<file path="config.mk">
export PLATFORM = sky130hd
export DESIGN_NAME = refill_line_buffer
export DESIGN_NICKNAME = d
export VERILOG_FILES = /design/src/rtl/refill_line_buffer_pkg.sv /design/src/rtl/refill_line_buffer_byte_merge.sv /design/src/rtl/refill_line_buffer.sv
export SDC_FILE = /design/constraint.sdc
export NUM_CORES = 1
export LEC_CHECK = 0
export ABC_AREA = 1
export BUFFER_PORTS_ARGS = -buffer_cell sky130_fd_sc_hd__buf_4
export CAP_MARGIN = 20
export CORE_MARGIN = 5
export CORE_UTILIZATION = 35
export CTS_CLUSTER_SIZE = 30
export DETAILED_ROUTE_END_ITERATION = 10
export PLACE_DENSITY_LB_ADDON = 0.12
export SLEW_MARGIN = 5
export SYNTH_ARGS = -nofsm -noshare
export SYNTH_HDL_FRONTEND = slang
export SYNTH_SLANG_ARGS = --single-unit
</file>
<file path="constraint.sdc">
create_clock -name clk -period 24.4 [get_ports clk]
set_clock_uncertainty 0.05 [all_clocks]
set_input_delay 4.88 -clock clk [delete_from_list [all_inputs] [get_ports clk]]
set_output_delay 4.88 -clock clk [all_outputs]
set_load 0.03 [all_outputs]
</file>
<file path="src/rtl/refill_line_buffer_pkg.sv">
// Shared cache refill definitions: FSM state encoding, default line geometry
// and a byte-enable merge helper for default-width words.
package refill_line_buffer_pkg;

  typedef enum logic [1:0] {
    ST_IDLE = 2'd0,
    ST_FILL = 2'd1,
    ST_DONE = 2'd2
  } refill_state_e;

  localparam int DEF_WORD_W     = 32;
  localparam int DEF_LINE_WORDS = 8;

  function automatic logic [DEF_WORD_W-1:0] merge_bytes(
    input logic [DEF_WORD_W-1:0]   old_word,
    input logic [DEF_WORD_W-1:0]   new_word,
    input logic [DEF_WORD_W/8-1:0] be
  );
    logic [DEF_WORD_W-1:0] res;
    res = old_word;
    for (int b = 0; b < DEF_WORD_W/8; b++) begin
      if (be[b]) res[b*8 +: 8] = new_word[b*8 +: 8];
    end
    return res;
  endfunction

endpackage

</file>
<file path="src/rtl/refill_line_buffer_byte_merge.sv">
// Combinational byte-enable merge: bytes with be set come from new_word,
// all others from old_word. Shared with the store-buffer path.
module byte_merge #(
  parameter int WORD_W = 32
) (
  input  logic [WORD_W-1:0]   old_word,
  input  logic [WORD_W-1:0]   new_word,
  input  logic [WORD_W/8-1:0] be,
  output logic [WORD_W-1:0]   merged
);

  always_comb begin
    merged = old_word;
    for (int b = 0; b < WORD_W/8; b++) begin
      if (be[b]) merged[b*8 +: 8] = new_word[b*8 +: 8];
    end
  end

endmodule

</file>
<file path="src/rtl/refill_line_buffer.sv">
// Refill line buffer: assembles a wrapping read burst into a cache line and
// forwards the critical word. Store merge is built only with REFILL_STORE_MERGE_EN.
module refill_line_buffer
  import refill_line_buffer_pkg::*;
#(
  parameter int WORD_W     = DEF_WORD_W,
  parameter int LINE_WORDS = DEF_LINE_WORDS,
  parameter int OFF_W      = $clog2(LINE_WORDS)
) (
  input  logic                         clk,
  input  logic                         rst,
  input  logic                         start_valid,
  output logic                         start_ready,
  input  logic [OFF_W-1:0]             start_offset,
  input  logic                         st_en,
  input  logic [WORD_W/8-1:0]          st_be,
  input  logic [WORD_W-1:0]            st_data,
  input  logic                         beat_valid,
  output logic                         beat_ready,
  input  logic [WORD_W-1:0]            beat_data,
  input  logic                         beat_last,
  output logic                         crit_valid,
  output logic [WORD_W-1:0]            crit_data,
  output logic                         line_valid,
  input  logic                         line_ready,
  output logic [WORD_W*LINE_WORDS-1:0] line_data,
  output logic                         proto_err
);

  localparam int               BE_W     = WORD_W/8;
  localparam logic [OFF_W-1:0] LAST_CNT = OFF_W'(LINE_WORDS-1);

  refill_state_e     state;
  logic [OFF_W-1:0]  ptr;
  logic [OFF_W-1:0]  cnt;
  logic [WORD_W-1:0] line_mem [LINE_WORDS];
  logic [WORD_W-1:0] wr_word;

`ifdef REFILL_STORE_MERGE_EN
  logic              st_en_q;
  logic [BE_W-1:0]   st_be_q;
  logic [WORD_W-1:0] st_data_q;
  logic [OFF_W-1:0]  crit_off;
  logic [WORD_W-1:0] merged_word;

  always_ff @(posedge clk or posedge rst) begin
    if (rst) begin
      st_en_q   <= 1'b0;
      st_be_q   <= '0;
      st_data_q <= '0;
      crit_off  <= '0;
    end else if (state == ST_IDLE && start_valid && start_ready) begin
      st_en_q   <= st_en;
      st_be_q   <= st_be;
      st_data_q <= st_data;
      crit_off  <= start_offset;
    end
  end

  byte_merge #(.WORD_W(WORD_W)) u_byte_merge (
    .old_word (beat_data),
    .new_word (st_data_q),
    .be       (st_be_q),
    .merged   (merged_word)
  );

  assign wr_word = (st_en_q && ptr == crit_off) ? merged_word : beat_data;
`else
  // The cache applies the miss store itself after refill in this build.
  logic unused_store;
  assign unused_store = ^{st_en, st_be, st_data};
  assign wr_word      = beat_data;
`endif

  always_ff @(posedge clk or posedge rst) begin
    if (rst) begin
      state       <= ST_IDLE;
      ptr         <= '0;
      cnt         <= '0;
      start_ready <= 1'b1;
      beat_ready  <= 1'b0;
      line_valid  <= 1'b0;
      crit_valid  <= 1'b0;
      crit_data   <= '0;
      proto_err   <= 1'b0;
      for (int i = 0; i < LINE_WORDS; i++) line_mem[i] <= '0;
    end else begin
      crit_valid <= 1'b0;
      proto_err  <= 1'b0;
      case (state)
        ST_IDLE: begin
          if (start_valid && start_ready) begin
            ptr         <= start_offset;
            cnt         <= '0;
            start_ready <= 1'b0;
            beat_ready  <= 1'b1;
            state       <= ST_FILL;
          end
        end
        ST_FILL: begin
          if (beat_valid && beat_ready) begin
            line_mem[ptr] <= wr_word;
            ptr           <= ptr + OFF_W'(1);
            cnt           <= cnt + OFF_W'(1);
            // The burst always opens with the critical word.
            if (cnt == '0) begin
              crit_valid <= 1'b1;
              crit_data  <= wr_word;
            end
            if (cnt == LAST_CNT) begin
              proto_err  <= ~beat_last;
              beat_ready <= 1'b0;
              line_valid <= 1'b1;
              state      <= ST_DONE;
            end else begin
              proto_err  <= beat_last;
            end
          end
        end
        ST_DONE: begin
          if (line_valid && line_ready) begin
            line_valid  <= 1'b0;
            start_ready <= 1'b1;
            state       <= ST_IDLE;
          end
        end
        default: state <= ST_IDLE;
      endcase
    end
  end

  always_comb begin
    line_data = '0;
    for (int i = 0; i < LINE_WORDS; i++) line_data[i*WORD_W +: WORD_W] = line_mem[i];
  end

endmodule

</file>
==> results.md <==
* Distinct cells, synth at 24
* Synth top area share at 0.665
* Initial drt markers at 611
* Worst r2r path cells at 7
* Maximum VDD drop at 0.0729 mV
* Critical Path AT at 6610 ps
* Min Hold Slack at 428 ps
* First-pass GRT wire length at 50800 µm
* Synthesized Nets at 1138
* CTS tree: done
* Root buffer cell: clkbuf_16
* Finished Cell Area at 0.0150 mm²
* Yosys warning count at 0
* CTS buffer count at 35
* Final Max Tran Viols at 0
* Routability cong. at 0.771
* DRT Pass-1 Iters at 4
* # port buffers at 333
* Worst-path maximum fanout at 177
* Vias in the first global route at 8164
* Setup repair bufs after CTS at 0
* Critical-path top delay cell: buf_12
* WL/cell at 18.3 µm
* Commonest non-fill, non-tap cell in the layout: buf_4
* Most frequent cells in the layout: 336 x buf_4, 324 x nand2_1, 300 x dfrtp_1, 169 x o21ai_1, 91 x o21ai_0
* Hold-fix buffers, CTS at 0
* Fill cell count at 3033
* Dominant cell type by area after synthesis: dfrtp_1
* Register area share after synthesis at 0.668
* Initial Util at 0.356
* Worst-margin pin slew at 1020 ps
* Cts repair resizes at 0
* Post-Route M1 WL at 14300 µm
* Layout Utilization at 0.474
* Final Cycle Share at 0.254
* Met2 Wirelength at 14700 µm
* DRC errors left at 0
* Placed Area at 0.0138 mm²
* Vias at 8369
* RSZ-0062 raised after global routing: no
* Register-to-register setup slack at 22270 ps
* PnR Total Power at 1.07 mW
* Initial antenna violation count at 0
* Fin cells at 1802
* CP startpoint kind: primary input
* Min-delay worst type: flop to flop
* Final WS setup at 18200 ps
* Post-layout nets at 1456
* H-Tree Depth at 2
* Final hold violation count at 0
* Num Clock Sinks at 301
* Max-cap violations at 0
* Syn Std Cell Area at 0.0113 mm²
* Placed Cells at 1739
* Synth Instances at 1056
* Grt total ovfl at 0
* Pin count of the biggest net entering global routing at 178
* Met3 routed WL at 3170 µm
* GRT Total Usage at 0.179
* Hpwl dp at 22000 µm
* # IOs at 371
* Final setup fails at 0
* Row Count at 65
* Die height at 190 µm
* Critical path class: primary input to async pin
* Outcome: finished clean
* CP Cell Sequence: buf_4 > inv_8 > buf_12
* Final worst path period need at 6200 ps
* PD cells at 70.9 mW/mm²
* Die Wd at 190 µm
* Core area at 0.0317 mm²
* Slowest stage delay, CP at 680 ps
* # diodes at 0
* Setup TNS at 0 ps
* Latest clock arrival within the worst-skew pair at 490 ps
* Vias per inst at 4.64
* Max frequency at 161 MHz
* Layout cells sized above 1 at 0.314
* Pre-CTS WS at 17680 ps
* Avg Cell Area, Syn at 10.7 µm²
* Routed Antenna Nets at 0
* WHS Path Cells at 2
* Yosys reg bits at 301
* Reg clk slew, reported paths at 50 ps
* Bufs on Longest Clock Path at 3
* Area Overhead vs Synth at 33.4%
* Die area at 0.0359 mm²
* Top sig layer: met4
* CP Capture Type: async pin
* WL final at 33000 µm
* Critical path's top delay family: buffers and inverters
* P_leak at 7.85 nW
* WP data required at 24810 ps
* Critical path buffer and inverter count at 3
* Critical path depth at 3
* Top post-synthesis cells by area: dfrtp_1 67%, nand2_1 11%, o21ai_1 7.5%
* Worst slew margin at 0.319
[final timing paths]
path	endpoint	start
max	crit_data[15]$_DFFE_PP0P_	rst
min	line_data[185]$_DFFE_PP0P_	line_data[185]$_DFFE_PP0P_
max reg2reg	crit_data[7]$_DFFE_PP0P_	state[1]$_DFFE_PP0P_
min reg2reg	line_data[185]$_DFFE_PP0P_	line_data[185]$_DFFE_PP0P_
max in group clk	start_ready	start_ready$_DFFE_PP1P_
min in group asynchronous	line_data[46]$_DFFE_PP0P_	rst
[sequential cells by signal, indices dropped and copies added (netlist names)]
register / flops
crit_data: 32
beat_ready: 1
line_data: 256
line_valid: 1
ptr: 3
state: 2
start_ready: 1
proto_err: 1
crit_valid: 1
cnt: 3
[power by group]
group,internal [mW],switching [mW]
clock network,0.339,0.203
logic,0.00491,0.0207
registers,0.499,0
[kinds of logic after synthesis]
group                      synth area share
DFF                                   0.668
adders and majority gates           0.00444
AOI/OAI and AO/OA                     0.141
buffers and inverters                0.0601
xor gates and xnor gates           0.000776
and+or+nand+nor                       0.126
[layer usage]
| metal | track usage | vias to the layer above |
|---|---|---|
| li1 | - | 4104 |
| met1 | 0.244 | 3957 |
| met2 | 0.276 | 258 |
| met3 | 0.0666 | 50 |
| met4 | 0.0431 | 0 |
| met5 | 0 | - |
[cell usage after synthesis (all sizes together)]
cell	n
xnor2	1
clkbuf	11
nand3	7
nand3b	1
dfrtp	300
nand2	334
inv	45
o21ai	291
buf	45
nor2	12
o211ai	1
a21oi	1
nand4	1
o31ai	1
dfstp	1
ha	4
[worst reg2reg max path, delay by kind of cell (launching register included)]
family                 cells  cell delay, ps
and+or+nand+nor            4             890
DFF                        1             410
buffers and inverters      2             540
AOI/OAI and AO/OA          1             100
[cell type report]
| cell class | instances | area, µm² | share of cell area |
|---|---|---|---|
| clock buffers | 52 | 1080 | 0.0719 |
| clock inverters | 11 | 136 | 0.00906 |
| inverters | 45 | 176 | 0.0117 |
| multi-input cells | 654 | 3080 | 0.204 |
| flip-flops and latches | 301 | 7530 | 0.501 |
| well taps | 402 | 503 | 0.0334 |
| repair buffers | 337 | 2540 | 0.169 |
Power figures use the tool's default switching activity.
